**src/rtl/calendar_counter_if.sv**
```systemverilog
// Purpose: bundles the slow-clock request, run/load controls and date/time outputs of calendar_counter.
// Ports: master drives clk_trl/run/ld/ld_* and observes the counters; slave is the counter side.
// Signals: year 7b, month 4b, day 5b, hour 5b, min 6b, sec 6b, plus tick/carry_day/ld_err pulses.
interface calendar_counter_if;
  logic       clk_trl;
  logic       run;
  logic       ld;
  logic [6:0] ld_year;
  logic [3:0] ld_month;
  logic [4:0] ld_day;
  logic [4:0] ld_hour;
  logic [5:0] ld_min;
  logic [5:0] ld_sec;
  logic [6:0] year;
  logic [3:0] month;
  logic [4:0] day;
  logic [4:0] hour;
  logic [5:0] min;
  logic [5:0] sec;
  logic       tick;
  logic       carry_day;
  logic       ld_err;

  modport master (
    output clk_trl, run, ld, ld_year, ld_month, ld_day, ld_hour, ld_min, ld_sec,
    input  year, month, day, hour, min, sec, tick, carry_day, ld_err
  );

  modport slave (
    input  clk_trl, run, ld, ld_year, ld_month, ld_day, ld_hour, ld_min, ld_sec,
    output year, month, day, hour, min, sec, tick, carry_day, ld_err
  );
endinterface

```
**src/rtl/calendar_counter.sv**
```systemverilog
// Purpose: time-of-day and date counter (2000..2099) advanced by rising edges of the async slow clock clk_trl.
// Latency: clk_trl rise sampled at E0 -> counters and tick update at E0+SYNC_STAGES; loads visible next cycle.
// Backpressure: none; requests arriving with run=0 or alongside ld are dropped.
// Ports: clk, rst (sync, active-high), cal (calendar_counter_if.slave). Parameter SYNC_STAGES (2..4).
// Option: CAL_LEAP_EN defined enables Feb 29 in leap years (year[1:0]==0) for advance and load checks.
module calendar_counter #(
  parameter int SYNC_STAGES = 2
) (
  input  logic                     clk,
  input  logic                     rst,
  calendar_counter_if.slave        cal
);

  logic [SYNC_STAGES-1:0] sync_q;
  logic                   hist_q;
  logic                   req;

  logic [6:0] year_q,  year_d;
  logic [3:0] month_q, month_d;
  logic [4:0] day_q,   day_d;
  logic [4:0] hour_q,  hour_d;
  logic [5:0] min_q,   min_d;
  logic [5:0] sec_q,   sec_d;
  logic       tick_q,  tick_d;
  logic       carry_q, carry_d;
  logic       err_q,   err_d;

  logic       leap_cur, leap_ld;
  logic [4:0] dim_cur, dim_ld;
  logic       ld_ok;

  function automatic logic [4:0] days_in_month(input logic [3:0] m, input logic leap);
    case (m)
      4'd4, 4'd6, 4'd9, 4'd11: days_in_month = 5'd30;
      4'd2:                    days_in_month = leap ? 5'd29 : 5'd28;
      default:                 days_in_month = 5'd31;
    endcase
  endfunction

`ifdef CAL_LEAP_EN
  // year[1:0]==0 is the exact Gregorian rule inside 2000..2099.
  assign leap_cur = (year_q[1:0] == 2'b00);
  assign leap_ld  = (cal.ld_year[1:0] == 2'b00);
`else
  assign leap_cur = 1'b0;
  assign leap_ld  = 1'b0;
`endif

  assign dim_cur = days_in_month(month_q, leap_cur);
  assign dim_ld  = days_in_month(cal.ld_month, leap_ld);

  // One request per rising edge: last sync stage high while the history flop still holds the old level.
  assign req = sync_q[SYNC_STAGES-1] & ~hist_q;

  assign ld_ok = (cal.ld_year <= 7'd99) &&
                 (cal.ld_month >= 4'd1) && (cal.ld_month <= 4'd12) &&
                 (cal.ld_day >= 5'd1) && (cal.ld_day <= dim_ld) &&
                 (cal.ld_hour <= 5'd23) && (cal.ld_min <= 6'd59) && (cal.ld_sec <= 6'd59);

  always_comb begin
    year_d  = year_q;
    month_d = month_q;
    day_d   = day_q;
    hour_d  = hour_q;
    min_d   = min_q;
    sec_d   = sec_q;
    tick_d  = 1'b0;
    carry_d = 1'b0;
    err_d   = 1'b0;
    if (cal.ld) begin
      // Load takes priority; a coincident request is simply lost.
      if (ld_ok) begin
        year_d  = cal.ld_year;
        month_d = cal.ld_month;
        day_d   = cal.ld_day;
        hour_d  = cal.ld_hour;
        min_d   = cal.ld_min;
        sec_d   = cal.ld_sec;
      end else begin
        err_d = 1'b1;
      end
    end else if (req && cal.run) begin
      tick_d = 1'b1;
      sec_d  = sec_q + 6'd1;
      if (sec_q == 6'd59) begin
        sec_d = 6'd0;
        min_d = min_q + 6'd1;
        if (min_q == 6'd59) begin
          min_d  = 6'd0;
          hour_d = hour_q + 5'd1;
          if (hour_q == 5'd23) begin
            hour_d  = 5'd0;
            carry_d = 1'b1;
            day_d   = day_q + 5'd1;
            if (day_q == dim_cur) begin
              day_d   = 5'd1;
              month_d = month_q + 4'd1;
              if (month_q == 4'd12) begin
                month_d = 4'd1;
                year_d  = (year_q == 7'd99) ? 7'd0 : year_q + 7'd1;
              end
            end
          end
        end
      end
    end
  end

  always_ff @(posedge clk) begin
    if (rst) begin
      sync_q  <= '0;
      hist_q  <= 1'b0;
      year_q  <= 7'd0;
      month_q <= 4'd1;
      day_q   <= 5'd1;
      hour_q  <= 5'd0;
      min_q   <= 6'd0;
      sec_q   <= 6'd0;
      tick_q  <= 1'b0;
      carry_q <= 1'b0;
      err_q   <= 1'b0;
    end else begin
      // Synchroniser and history keep tracking regardless of run/ld.
      sync_q  <= {sync_q[SYNC_STAGES-2:0], cal.clk_trl};
      hist_q  <= sync_q[SYNC_STAGES-1];
      year_q  <= year_d;
      month_q <= month_d;
      day_q   <= day_d;
      hour_q  <= hour_d;
      min_q   <= min_d;
      sec_q   <= sec_d;
      tick_q  <= tick_d;
      carry_q <= carry_d;
      err_q   <= err_d;
    end
  end

  assign cal.year      = year_q;
  assign cal.month     = month_q;
  assign cal.day       = day_q;
  assign cal.hour      = hour_q;
  assign cal.min       = min_q;
  assign cal.sec       = sec_q;
  assign cal.tick      = tick_q;
  assign cal.carry_day = carry_q;
  assign cal.ld_err    = err_q;

endmodule
```
**src/flat_wrapper.sv**
```systemverilog
// flat-port wrapper written by rule: the top's interface ports become plain ports
module calendar_counter_flat 
#(
  parameter int SYNC_STAGES = 2
)
  (clk, rst, cal_clk_trl, cal_run, cal_ld, cal_ld_year, cal_ld_month, cal_ld_day, cal_ld_hour, cal_ld_min, cal_ld_sec, cal_year, cal_month, cal_day, cal_hour, cal_min, cal_sec, cal_tick, cal_carry_day, cal_ld_err);
  calendar_counter_if cal_i ();
  input  logic clk;
  input  logic rst;
  input wire logic [$bits(cal_i.clk_trl)-1:0] cal_clk_trl;
  input wire logic [$bits(cal_i.run)-1:0] cal_run;
  input wire logic [$bits(cal_i.ld)-1:0] cal_ld;
  input wire logic [$bits(cal_i.ld_year)-1:0] cal_ld_year;
  input wire logic [$bits(cal_i.ld_month)-1:0] cal_ld_month;
  input wire logic [$bits(cal_i.ld_day)-1:0] cal_ld_day;
  input wire logic [$bits(cal_i.ld_hour)-1:0] cal_ld_hour;
  input wire logic [$bits(cal_i.ld_min)-1:0] cal_ld_min;
  input wire logic [$bits(cal_i.ld_sec)-1:0] cal_ld_sec;
  output wire logic [$bits(cal_i.year)-1:0] cal_year;
  output wire logic [$bits(cal_i.month)-1:0] cal_month;
  output wire logic [$bits(cal_i.day)-1:0] cal_day;
  output wire logic [$bits(cal_i.hour)-1:0] cal_hour;
  output wire logic [$bits(cal_i.min)-1:0] cal_min;
  output wire logic [$bits(cal_i.sec)-1:0] cal_sec;
  output wire logic [$bits(cal_i.tick)-1:0] cal_tick;
  output wire logic [$bits(cal_i.carry_day)-1:0] cal_carry_day;
  output wire logic [$bits(cal_i.ld_err)-1:0] cal_ld_err;
  assign cal_i.clk_trl = cal_clk_trl;
  assign cal_i.run = cal_run;
  assign cal_i.ld = cal_ld;
  assign cal_i.ld_year = cal_ld_year;
  assign cal_i.ld_month = cal_ld_month;
  assign cal_i.ld_day = cal_ld_day;
  assign cal_i.ld_hour = cal_ld_hour;
  assign cal_i.ld_min = cal_ld_min;
  assign cal_i.ld_sec = cal_ld_sec;
  assign cal_year = cal_i.year;
  assign cal_month = cal_i.month;
  assign cal_day = cal_i.day;
  assign cal_hour = cal_i.hour;
  assign cal_min = cal_i.min;
  assign cal_sec = cal_i.sec;
  assign cal_tick = cal_i.tick;
  assign cal_carry_day = cal_i.carry_day;
  assign cal_ld_err = cal_i.ld_err;
  calendar_counter #(.SYNC_STAGES(SYNC_STAGES)) u_core (.clk(clk), .rst(rst), .cal(cal_i));
endmodule
```
**config.mk**
```make
export PLATFORM = sky130hd
export DESIGN_NAME = calendar_counter_flat
export DESIGN_NICKNAME = d
export VERILOG_FILES = /design/src/rtl/calendar_counter_if.sv /design/src/rtl/calendar_counter.sv /design/src/flat_wrapper.sv
export SDC_FILE = /design/constraint.sdc
export NUM_CORES = 1
export LEC_CHECK = 0
export CORE_UTILIZATION = 35
export DETAILED_ROUTE_END_ITERATION = 10
export HOLD_SLACK_MARGIN = 0.06
export PLACE_DENSITY_LB_ADDON = 0.05
export SETUP_SLACK_MARGIN = 0.5
export SYNTH_ARGS = -nofsm -noshare
export SYNTH_HDL_FRONTEND = slang
export SYNTH_SLANG_ARGS = --single-unit
```
**constraint.sdc**
```tcl
create_clock -name clk -period 3.82 [get_ports clk]
set_clock_uncertainty 0.1 [all_clocks]
set_input_delay 0.764 -clock clk [delete_from_list [all_inputs] [get_ports clk]]
set_output_delay 0.764 -clock clk [all_outputs]
set_load 0.01 [all_outputs]
```
==> impl_metrics.toml <==
[pwr]
p_leak_nw = 1.28
sequentialPowerShare_pct = 44.3
ir_drop_uv = 132
sw_frac_of_total_pct = 29.9
p_comb_share_pct = 25.9
p_switching_w = 0.000322
internal_power_w = 0.000753
power_density_mw_per_mm2 = 298
p_clk_share_pct = 29.8

[yosys]
synth_top_area_share_pct = 29.4
synth-simple-area-share_pct = 32.5
syn_inst = 335
synth_xor_area_share_pct = 1.98
synth_common_cells = "dfxtp_1, nor3_1, nand2_1"
ys.flop_type = "dfxtp_1"
synth_most_common_cell = "dfxtp_1"
ys_top_cells_by_area = "dfxtp_1, nor3_1, ha_1"
ys_ff_latch = 39
synth.distinct_cells = 63
syn_area_mm2 = 0.00266
yosys.area.top_type = "dfxtp_1"
synth_edf_count = 0
synth_compound_gate_area_share_pct = 23.6
synthMuxAreaShare_pct = 2.78
syn-num-nets = 384
synthAdderAreaFrac_pct = 5.17
yosysSeqAreaShare_pct = 29.4
yosysWarnings = 0
synth_top_family_by_area = "simple AND/OR/NAND/NOR gates"
synth.avg_cell_area_um2 = 7.94
synthArstFlopShare_pct = 0

[layout]
multi_input_area_mm2 = 0.00176
antenna_cells = 0
final_cells = 501
drive_gt1_share_pct = 7.46
syn_to_final_growth_pct = 35.6
fill_cells = 756
final_area_mm2 = 0.00361
finalNetCount = 450
seqCellArea_um2 = 781
final_util_pct = 49.5

[min_path]
hp-class = "reg2reg"

[cts]
htree_levels = 2
cts_buffers = 5
insertion_delay_ns = 0.30
path_clk_slew_ns = 0.08
cts.sinks = 39
cts.path.max_buffers = 2
clock-root-buffer = "clkbuf_8"
postCtsHoldBufs = 0
cts_tree = "done"
postCtsSetupRepairBufs = 0

[floorplanning]
fp.dieW_um = 89.2
core_area_mm2 = 0.00729
dieArea_mm2 = 0.00795
rows = 31
start_util_pct = 36.5
die_h_um = 89.2
io_pins = 74

[drt]
drtAntennaViolNets = 0
wl_per_cell_um = 16.2
drt-initial-drc-count = 179
drc = 0
via_count = 2850
totalWireLength_um = 8110
drt_pre_antenna_iters = 5
vias_per_cell = 5.69

[global_route]
grt_pass1_vias = 2576
grt_antenna_before_repair = 0
use_met2_pct = 32.4
met3_usage_pct = 3.42
grtUsageMet1_pct = 30.5
track_usage_pct = 21.2
grt_max_degree = 49
grt_overflow_total = 0
gr-max-usage-layer = "met2"
grt_pass1_wl_um = 12900

[timing]
setup_viol = 0
hold_viol = 0
period_share_pct = 81.5
grt_setup_unrepaired = "yes"
fin_crit_ns = 3.11
fin_setup_tns_ns = 0
maxSlewViolCount = 0
tightest_slew_ns = 1.00
slew_headroom_pct = 33.2
hold_ws_ns = 0.348
fmax_ghz = 0.321

[worst_setup_path]
endpoint_kind = "register"
critPathRequiredTime_ns = 3.90
critical_path_class = "in2reg"
path_max_fanout = 17
critPathLaunchType = "input port"
crit_arrival_ns = 3.19

[placed_design]
dp_hpwl_um = 5840
numPortBuffers = 73
dp.cells = 493
gp_congestion = 0.826
dpl_cell_area_mm2 = 0.00350

[job]
drv_cap = 0

[outcome]
status = "finished clean"
-- cell usage in the layout (no fill, tap or decap), types with 3 or more instances in the layout --
| master | synthesis | final |
|---|---|---|
| a222oi_1 | 7 | 7 |
| a31oi_1 | 8 | 8 |
| clkdlybuf4s50_1 | 0 | 73 |
| buf_4 | 0 | 8 |
| inv_1 | 8 | 8 |
| nand3_1 | 21 | 21 |
| a211oi_1 | 4 | 4 |
| mux2_2 | 3 | 3 |
| nand4_1 | 4 | 4 |
| and2_1 | 3 | 3 |
| or2_2 | 4 | 4 |
| nand2b_1 | 8 | 8 |
| a21oi_1 | 9 | 9 |
| mux2i_1 | 4 | 4 |
| dfxtp_1 | 39 | 39 |
| o31ai_1 | 3 | 3 |
| ha_1 | 11 | 11 |
| xnor2_1 | 4 | 4 |
| o211ai_1 | 8 | 8 |
| o21ai_0 | 7 | 7 |
| nand2_1 | 27 | 27 |
| clkbuf_8 | 0 | 7 |
| a221oi_1 | 4 | 4 |
| nor3_1 | 28 | 28 |
| nor2_1 | 23 | 23 |
| nor2b_1 | 14 | 14 |
| and3_1 | 8 | 8 |
| nor3b_1 | 4 | 4 |
-- state kept, by name, indices dropped and copies added (netlist names) --
register,cells
u_core.cal.min,6
u_core.cal.hour,5
u_core.sync_q,2
u_core.cal.year,7
u_core.cal.month,4
u_core.hist_q,1
u_core.cal.carry_day,1
u_core.cal.sec,6
u_core.cal.ld_err,1
u_core.cal.tick,1
u_core.cal.day,5
-- kinds of logic after synthesis --
| family | count (synthesis) |
|---|---|
| simple gates | 160 |
| compound gates | 81 |
| flops | 39 |
| buf+inv | 31 |
| fa+ha+maj | 11 |
| mux | 7 |
| xor+xnor | 6 |
-- worst max-delay path, stage by stage --
cell and delay, ns:
clkdlybuf4s50_1 0.45, or2_1 0.29, nor3b_1 0.23, ha_1 0.28
nor2b_1 0.13, o211ai_1 0.23, nand4_1 0.17, buf_4 0.24
a222oi_1 0.33, a311oi_1 0.08
-- path summary, 6_finish.rpt --
check	from	end	slack, ns	cells past startpoint
max reg2reg	u_core.cal.sec[0]$_SDFFE_PP0P_	u_core.cal.day[2]$_SDFFE_PP0P_	1.27	7
min	u_core.sync_q[0]$_SDFF_PP0_	u_core.sync_q[1]$_SDFF_PP0_	0.35	1
max	cal_ld_month[0]	u_core.cal.min[5]$_SDFFE_PP0P_	0.71	10
min reg2reg	u_core.sync_q[0]$_SDFF_PP0_	u_core.sync_q[1]$_SDFF_PP0_	0.35	1
-- layer usage --
metal | vias to the layer above | part of all wire [%]
li1 | 1409 | -
met1 | 1330 | 48
met2 | 101 | 45
met3 | 10 | 5.6
met4 | 0 | 1.0
met5 | - | 0
-- metrics by stage --
step                power (W)  setup slack [ns]
finish                0.00107             0.707
global placement     0.000762             0.326
CTS                   0.00108             0.558
detailed placement   0.000763             0.261
floorplan            0.000622             0.988
global route          0.00113             0.486
-- repair_timing --
action | 4_1_cts | 5_1_grt
setup endpoints to repair | 0 | 26
gates resized for setup | 0 | 2
endpoints found under the hold margin | 0 | 0
-- power groups by stage --
stage                     Combinational (W)  Sequential, W  Clock [W]
final                              0.000279       0.000476   0.000320
after CTS                          0.000279       0.000476   0.000328
after global routing               0.000307       0.000483   0.000344
after global placement             0.000277       0.000485          0
after floorplan                    0.000138       0.000484          0
after detailed placement           0.000277       0.000486          0
-- final cells by class --
type                            count  area share [%]
Multi-Input combinational cell    265            48.8
Timing Repair Buffer               82            22.5
Sequential cell                    39            21.7
Tap cell                           99            3.44
Clock buffer                        8            2.78
Inverter                            8           0.833
Note: power is estimated with default switching activity, not from simulation.
